## config.mk

```make
export PLATFORM = sky130hd
export DESIGN_NAME = fetch_unit
export DESIGN_NICKNAME = d
export VERILOG_FILES = /design/src/rtl/fetch_unit_pkg.sv /design/src/rtl/fetch_skid_buf.sv /design/src/rtl/mux4.sv /design/src/rtl/fetch_unit.sv
export SDC_FILE = /design/constraint.sdc
export NUM_CORES = 1
export LEC_CHECK = 0
export ABC_AREA = 1
export CORE_ASPECT_RATIO = 0.7
export CORE_MARGIN = 1.5
export CORE_UTILIZATION = 40
export DETAILED_ROUTE_END_ITERATION = 10
export DONT_BUFFER_PORTS = 1
export PLACE_DENSITY_LB_ADDON = 0.05
export RECOVER_POWER = 50
export REMOVE_ABC_BUFFERS = 1
export SKIP_CTS_REPAIR_TIMING = 1
export SYNTH_ARGS = -nofsm -noshare
export SYNTH_HDL_FRONTEND = slang
export SYNTH_HIERARCHICAL = 1
export SYNTH_SLANG_ARGS = --single-unit
```

## constraint.sdc

```tcl
create_clock -name clk -period 4 [get_ports clk]
set_clock_uncertainty 0.2 [all_clocks]
set_input_delay 0.8 -clock clk [delete_from_list [all_inputs] [get_ports clk]]
set_output_delay 0.8 -clock clk [all_outputs]
set_load 0.005 [all_outputs]
```

## src/rtl/fetch_unit_pkg.sv

```systemverilog
`default_nettype none
// ============================================================================
// Module : fetch_unit_pkg
// Brief  : Shared core constants for the fetch stage (states, NOP, reset PC).
// Rev    : 1.0
// ============================================================================
package fetch_unit_pkg;

    typedef logic [0:0] fetch_state_t;

    localparam fetch_state_t S_FETCH = 1'b0;
    localparam fetch_state_t S_HOLD  = 1'b1;

    localparam logic [31:0] NOP_WORD         = 32'h0000_0000;
    localparam logic [31:0] DEFAULT_RESET_PC = 32'h0000_0000;

    // Next-PC mux select encoding
    localparam logic [1:0] NPC_KEEP   = 2'd0;
    localparam logic [1:0] NPC_SEQ    = 2'd1;
    localparam logic [1:0] NPC_TARGET = 2'd2;
    localparam logic [1:0] NPC_PEND   = 2'd3;

endpackage : fetch_unit_pkg
`default_nettype wire

```

## src/rtl/fetch_skid_buf.sv

```systemverilog
`default_nettype none
// ============================================================================
// Module : fetch_skid_buf
// Brief  : One-entry buffer holding a fetched {pc, instr} while IF/ID stalls.
// Rev    : 1.0
// ============================================================================
module fetch_skid_buf #(
    parameter int width = 32
) (
    input  logic             clk,
    input  logic             rst_n,
    input  logic             load,
    input  logic             clear,
    input  logic [width-1:0] pc_in,
    input  logic [width-1:0] instr_in,
    output logic             valid,
    output logic [width-1:0] pc,
    output logic [width-1:0] instr
);

    logic             valid_q, valid_d;
    logic [width-1:0] pc_q, pc_d;
    logic [width-1:0] instr_q, instr_d;

    always_comb begin
        valid_d = valid_q;
        pc_d    = pc_q;
        instr_d = instr_q;
        if (clear) begin
            valid_d = 1'b0;
        end
        if (load) begin
            valid_d = 1'b1;
            pc_d    = pc_in;
            instr_d = instr_in;
        end
    end

    always_ff @(posedge clk or negedge rst_n) begin
        if (!rst_n) begin
            valid_q <= 1'b0;
            pc_q    <= '0;
            instr_q <= '0;
        end else begin
            valid_q <= valid_d;
            pc_q    <= pc_d;
            instr_q <= instr_d;
        end
    end

    assign valid = valid_q;
    assign pc    = pc_q;
    assign instr = instr_q;

endmodule : fetch_skid_buf
`default_nettype wire

```

## src/rtl/mux4.sv

```systemverilog
`default_nettype none
// ============================================================================
// Module : mux4
// Brief  : Generic 4:1 multiplexer cell.
// Rev    : 1.0
// ============================================================================
module mux4 #(
    parameter int WIDTH = 32
) (
    input  logic [1:0]       sel,
    input  logic [WIDTH-1:0] d0,
    input  logic [WIDTH-1:0] d1,
    input  logic [WIDTH-1:0] d2,
    input  logic [WIDTH-1:0] d3,
    output logic [WIDTH-1:0] y
);

    always_comb begin
        case (sel)
            2'd0:    y = d0;
            2'd1:    y = d1;
            2'd2:    y = d2;
            default: y = d3;
        endcase
    end

endmodule : mux4
`default_nettype wire

```

## src/rtl/fetch_unit.sv

```systemverilog
`default_nettype none
// ============================================================================
// Module : fetch_unit
// Brief  : Instruction fetch with IF/ID register, skid buffer and redirect.
// Rev    : 1.0
// ============================================================================
module fetch_unit
    import fetch_unit_pkg::*;
#(
    parameter int               width    = 32,
    parameter logic [width-1:0] RESET_PC = width'(DEFAULT_RESET_PC)
) (
    input  logic             clk,
    input  logic             rst_n,
    input  logic             stall_F,
    input  logic             realBJ_D,
    input  logic [width-1:0] targetPC_D,
    output logic             imemReq,
    output logic [width-1:0] imemAddr,
    input  logic             imemReady,
    input  logic [width-1:0] imemData,
    output logic [width-1:0] pc_D,
    output logic [width-1:0] instr_D,
    output logic             valid_D
);

    fetch_state_t     state_q, state_d;
    logic [width-1:0] pc_q, pc_d;
    logic             pend_valid_q, pend_valid_d;
    logic [width-1:0] pend_pc_q, pend_pc_d;
    logic [width-1:0] ifid_pc_q, ifid_pc_d;
    logic [width-1:0] ifid_instr_q, ifid_instr_d;
    logic             ifid_valid_q, ifid_valid_d;

    logic [1:0]       npc_sel;
    logic             buf_load, buf_clear, buf_valid;
    logic [width-1:0] buf_pc, buf_instr;
    logic             redirect, in_fetch, accept;

    assign redirect = realBJ_D & ifid_valid_q & ~stall_F;
    assign in_fetch = (state_q == S_FETCH);
    assign accept   = in_fetch & imemReady & ~redirect & ~pend_valid_q;

    always_comb begin
        state_d      = state_q;
        pend_valid_d = pend_valid_q;
        pend_pc_d    = pend_pc_q;
        ifid_pc_d    = ifid_pc_q;
        ifid_instr_d = ifid_instr_q;
        ifid_valid_d = ifid_valid_q;
        npc_sel      = NPC_KEEP;
        buf_load     = 1'b0;
        buf_clear    = 1'b0;

        if (redirect) begin
            ifid_pc_d    = '0;
            ifid_instr_d = width'(NOP_WORD);
            ifid_valid_d = 1'b0;
            if (!in_fetch) begin
                buf_clear = 1'b0 | 1'b1;
                state_d   = S_FETCH;
                npc_sel   = NPC_TARGET;
            end else if (imemReady) begin
                npc_sel      = NPC_TARGET;
                pend_valid_d = 1'b0;
            end else begin
                // Request still in flight: address must stay put until it completes
                pend_valid_d = 1'b1;
                pend_pc_d    = targetPC_D;
            end
        end else if (in_fetch && imemReady && pend_valid_q) begin
            ifid_pc_d    = '0;
            ifid_instr_d = width'(NOP_WORD);
            ifid_valid_d = 1'b0;
            npc_sel      = NPC_PEND;
            pend_valid_d = 1'b0;
        end else if (accept) begin
            npc_sel = NPC_SEQ;
            if (!stall_F) begin
                ifid_pc_d    = pc_q;
                ifid_instr_d = imemData;
                ifid_valid_d = 1'b1;
            end else begin
                buf_load = 1'b1;
                state_d  = S_HOLD;
            end
        end else if (!in_fetch) begin
            if (!stall_F) begin
                ifid_pc_d    = buf_pc;
                ifid_instr_d = buf_instr;
                ifid_valid_d = buf_valid;
                buf_clear    = 1'b1;
                state_d      = S_FETCH;
            end
        end else if (!stall_F) begin
            ifid_pc_d    = '0;
            ifid_instr_d = width'(NOP_WORD);
            ifid_valid_d = 1'b0;
        end
    end

    mux4 #(.WIDTH(width)) u_npc_mux (
        .sel (npc_sel),
        .d0  (pc_q),
        .d1  (pc_q + width'(4)),
        .d2  (targetPC_D),
        .d3  (pend_pc_q),
        .y   (pc_d)
    );

    fetch_skid_buf #(.width(width)) u_skid (
        .clk      (clk),
        .rst_n    (rst_n),
        .load     (buf_load),
        .clear    (buf_clear),
        .pc_in    (pc_q),
        .instr_in (imemData),
        .valid    (buf_valid),
        .pc       (buf_pc),
        .instr    (buf_instr)
    );

    always_ff @(posedge clk or negedge rst_n) begin
        if (!rst_n) begin
            state_q      <= S_FETCH;
            pc_q         <= RESET_PC;
            pend_valid_q <= 1'b0;
            pend_pc_q    <= '0;
            ifid_pc_q    <= '0;
            ifid_instr_q <= width'(NOP_WORD);
            ifid_valid_q <= 1'b0;
        end else begin
            state_q      <= state_d;
            pc_q         <= pc_d;
            pend_valid_q <= pend_valid_d;
            pend_pc_q    <= pend_pc_d;
            ifid_pc_q    <= ifid_pc_d;
            ifid_instr_q <= ifid_instr_d;
            ifid_valid_q <= ifid_valid_d;
        end
    end

    // Request drops immediately while reset is held
    assign imemReq  = rst_n & in_fetch;
    assign imemAddr = pc_q;
    assign pc_D     = ifid_pc_q;
    assign instr_D  = ifid_instr_q;
    assign valid_D  = ifid_valid_q;

endmodule : fetch_unit
`default_nettype wire

```

==> flow_summary.ini <==
[cts]
cts.path.max_buffers = 2
cts_num_sinks = 196
clock_latency_ns = 0.44
clk_pin_slew_worst_paths_ns = 0.07
htreeDepth = 4
numCtsBuffers = 17
root_buffer = clkbuf_16
cts_tree = built

[global_route]
grt_overflow_total = 0
grt_pass1_vias = 8012
grt_use_total_pct = 22.8
grt_max_degree = 198
antenna_found_initial = 0
grt_pass1_wl_mm = 47.3

[detailed_routing]
vias = 8385
drt-total-wl_mm = 29.7
drc = 11
drtAntennaViolNets = 0
via_per_inst = 5.15
first_pass_iters = 8
wire_per_inst_um = 18.2
drt_first_iter_violations = 580

[placement]
hpwl_mm = 18.0
dpl_cell_area_um2 = 10100
place.gp.congestion = 0.798
port_buffers = 0

[logic_synthesis]
ys.warnings.count = 6
synth_area_um2 = 10200
synth_cells = 1346
ys_seq_elements = 196
yosysSeqAreaShare_pct = 48.1
avgSynthCellArea_um2 = 7.58
synth_cell_types = 28

[worst_setup_path]
worstRegToRegCells = 6
critical_path_class = reg -> reg
r2r_start = pend_valid_q
critPathLaunchType = register
rr_endpoint = pc_D[8]
worst_setup_path_end_kind = register
cp-startpoint = pend_valid_q
r2r_slack_ns = 1.28
critical_path_required_ns = 4.17
arrival_ns = 2.89
crit_path_end = pc_D[8]
critPathMaxFanout = 67

[floorplan]
core_um2 = 24900
die-area_um2 = 26500
die_width_um = 194
rows = 48
ioPinCount = 167
initial_utilization_pct = 41.0
die_y_um = 137

[timing]
fmax_mhz = 367
slew_headroom_pct = -2.60
fin_crit_sh_pct = 68.1
period_needed_ns = 2.72
tightest_slew_ns = 1.54
final_max_slew_viol_count = 68
hold_viol = 196
hold_ws_ns = -0.134
rsz0062_at_grt = false
setup_violations = 0

[run_status]
violations = design-rule violations, negative hold slack, max-capacitance violations, max-slew violations
status = finished with violations

[layout]
nets = 1362
area_delta_synth_final_pct = 4.56
drive_gt1_share_pct = 5.60
diodes = 0
fillers = 2580
final_common_cell = nand2_1
post-route-cell-area_um2 = 10700
layout_common_cells = 664 x nand2_1, 195 x dfrtp_1, 113 x nand3_1
final-seq-area_um2 = 4910
multiInputGateArea_um2 = 4370

[worst_hold_path]
hp-class = in -> async

[power_and_ir_drop]
cellLeakagePower_uw = 0.00550
powerDensity_nw_per_um2 = 601
peakVddDrop_uv = 325

[run]
drv_cap = 1
critical path, cell delays in order (launching register included):
cell and delay [ns]:
dfrtp_1 0.40, inv_2 0.06, clkbuf_2 1.11, nand3_1 0.50, nand2_1 0.21, nand3_1 0.10
nand2_1 0.07
area by class of cell:
class / instances / share of cell area (%)
clock buffer: 21 / 4.32
clock inverter: 9 / 1.44
inverter: 71 / 2.50
multi-input combinational: 993 / 40.9
sequential: 196 / 46.0
tap: 325 / 3.81
timing repair buffer: 13 / 1.01
worst min-delay path by stage:
stage                         start         endpoint  cells past startpoint
floorplan              u_skid/valid     u_skid/valid                      2
global placement      u_skid/pc[22]    u_skid/pc[22]                      2
detailed placement  u_skid/instr[6]  u_skid/instr[6]                      2
CTS                           rst_n    pend_pc_q[19]                      0
global route                  rst_n     pend_pc_q[4]                      0
finish                        rst_n     pend_pc_q[4]                      0
layer usage:
layer	vias up	part of all wire (%)	GRT usage, %
li1	4180	-	-
met1	3989	51	34.0
met2	201	42	34.1
met3	15	6.4	5.00
met4	0	0.76	4.12
met5	-	0	0
cells by family after synthesis:
group | after synthesis | synth area share [%]
xor+xnor | 15 | 1.29
flops | 196 | 48.1
fa+ha+maj | 1 | 0.123
buf+inv | 157 | 9.30
compound gates | 35 | 1.73
simple gates | 942 | 39.5
synth_stat cells, drive strengths merged:
| library cell | number | area [µm²] |
|---|---|---|
| dfrtp | 196 | 4900 |
| nand3 | 123 | 671 |
| o21ai | 33 | 165 |
| nand2 | 668 | 2520 |
| xnor2 | 2 | 17.5 |
| nand4 | 96 | 601 |
| a31oi | 1 | 6.26 |
| a21oi | 1 | 5.00 |
| nor3 | 1 | 5.00 |
| xor2 | 13 | 114 |
| ha | 1 | 12.5 |
| clkbuf | 7 | 46.3 |
| inv | 71 | 267 |
| nor2 | 53 | 228 |
| buf | 79 | 636 |
| nand3b | 1 | 7.51 |
power breakdown:
part | switching (µW) | internal (µW) | total, µW
clock | 779 | 1070 | 1850
sequential | 743 | 2590 | 3330
combinational | 761 | 465 | 1230
total | 2280 | 4130 | 6410
sequential cells by signal (all words and copies together), names as in the netlist:
register and cells:
imemAddr 32, instr_D 32, pc_D 32, pend_pc_q 32, u_skid/instr 32, u_skid/pc 32
pend_valid_q 1, state_q 1, u_skid/valid 1, valid_D 1
stage by stage:
stage                     power (µW)  setup TNS [ns]  instances  worst slack (ns)  util (%)
after detailed placement        4610               0       1598              1.05      40.5
after floorplan                 4040         -243.99       1260             -2.63         -
after global routing            6860               0       1628              1.05      42.9
after global placement          4590               0       1598              1.09      40.5
after CTS                       6490               0       1628              1.29      43.0
final                           6410               0       1628              1.28      42.9
(Power assumes the default switching activity.)
==> variant: new RTL, same flow settings <==
`instr_q` no longer has a reset.
--- a/src/rtl/fetch_skid_buf.sv
+++ b/src/rtl/fetch_skid_buf.sv
@@ -40,12 +40,14 @@
         if (!rst_n) begin
             valid_q <= 1'b0;
             pc_q    <= '0;
-            instr_q <= '0;
         end else begin
             valid_q <= valid_d;
             pc_q    <= pc_d;
-            instr_q <= instr_d;
         end
+    end
+
+    always_ff @(posedge clk) begin
+        instr_q <= instr_d;
     end
 
     assign valid = valid_q;
Check against the original RTL: no difference found for any inputs over 4 cycles, from zero or initial values and one cycle with rst_n low; that may be too few to reach the edited logic, so the function may still have changed.
==> variant against the original RTL <==
The flow finishes with violations (negative hold slack); sequential cell count unchanged; synthesized area shrank 2.2%; die area fell by 2.2%; register-to-register slack lost 0.02 ns; design area decreased by 1.6%; utilization is 0.18 points lower; combinational power down 7%; power shrank 4.0%; wire length is 4.6% lower; worst setup slack got worse by 0.49 ns; largest power group unchanged.
==> variant: results (changes against the original RTL) <==
Multi-input comb cells=897 (-9.7%); power of the sequential group=3.27 mW (-2%); Pwr Total=6.16 mW (-4.0%); Worst Setup EP=imemReq; adder-cell share of the synthesized area=0.125% (+0.0028 points); final hold viol count=164 (-16%); first-pass GRT wire length=44.9 mm (-5.0%); worst reg2reg path endpoint=imemAddr[25]$_DFF_PN0_; register area share after synthesis=50.8% (+2.7 points); placed cell count=1502 (-6.0%); Comb power frac=18.7% (-0.4 points); Overall Global Routing Usage=22.6% (-0.26 points); Critical Path Max Stage Delay=1.03 ns (-0.08 ns); Post-synth EDFFs=32 (+32); Netlist cell types=30 (+7.1%); largest net degree at the start of global routing=166 (-16%); Fillers=2532 (-1.9%); Worst R2R Start=state_q$_DFFE_PN0P_; failing checks=negative hold slack; top post-synthesis cells by area=dfrtp_1, nand2_1, edfxtp_1; # nets final=1266 (-7.0%); WP data arrival=2.21 ns (-0.68 ns); sw power=2.17 mW (-4.9%); fraction of layout cells with a size suffix above 1=7.03% (+1.4 points); status=complete, but fails checks; CP Max Fanout=56 (-16%); compound-gate portion of the synthesized area=1.77% (+0.039 points); DRC violations left=0 (-11); Wirelength per Cell=18.5 um (+1.3%); pre-CTS setup slack=1.01 ns (-0.0375 ns); Starting DRT DRC Count=593 (+2.2%); minimum clock period=3.21 ns (+0.489 ns); HPWL Detailed=17.3 mm (-3.9%); Reg2Reg Setup Slack=1.26 ns (-0.02 ns); worst vdd ir=0.330 mV (+1.7%); WHS=-0.134 ns (-0.000130 ns); Final clock-cell share=5.48% (-0.27 points); sequential cell area=0.00507 mm2 (+3.3%); XOR/XNOR share of the synthesized area=1.32% (+0.029 points); DRT Pass-1 Iters=4 (-4); synth cell count leaders=nand2_1, dfrtp_1, nand3_1; Pins Over Slew Limit=0 (-100%); vias in the first global route=7623 (-4.9%)
==> variant: cell types whose count changed after synthesis, moves of 7 or more <==
cell,delta
nand2_2,+9
buf_6,-7
nand2_1,-105
edfxtp_1,+32
dfrtp_1,-32
==> variant: metrics by stage <==
stage               area [um2]  util, %
finish                   10500     42.7
global route             10500     42.7
CTS                      10500     42.7
detailed placement        9920     40.4
global placement          9920     40.4
floorplan                 9350        -
==> variant: metal layers <==
metal	up-vias	track usage, %	wire, um	part of all wire (%)
li1	3931	-	-	-
met5	-	0	0	0
met2	192	32.2	12000	42
met1	3783	33.5	14100	50
met3	14	6.37	2040	7.2
met4	0	5.25	239	0.84
==> variant: cells by family after synthesis <==
kind of cell / count (synthesis)
AO/OA/AOI/OAI: 35
XOR/XNOR: 15
adder cells (fa/ha/maj): 1
buffers and inverters: 150
flip-flops: 196
AND/OR/NAND/NOR: 846
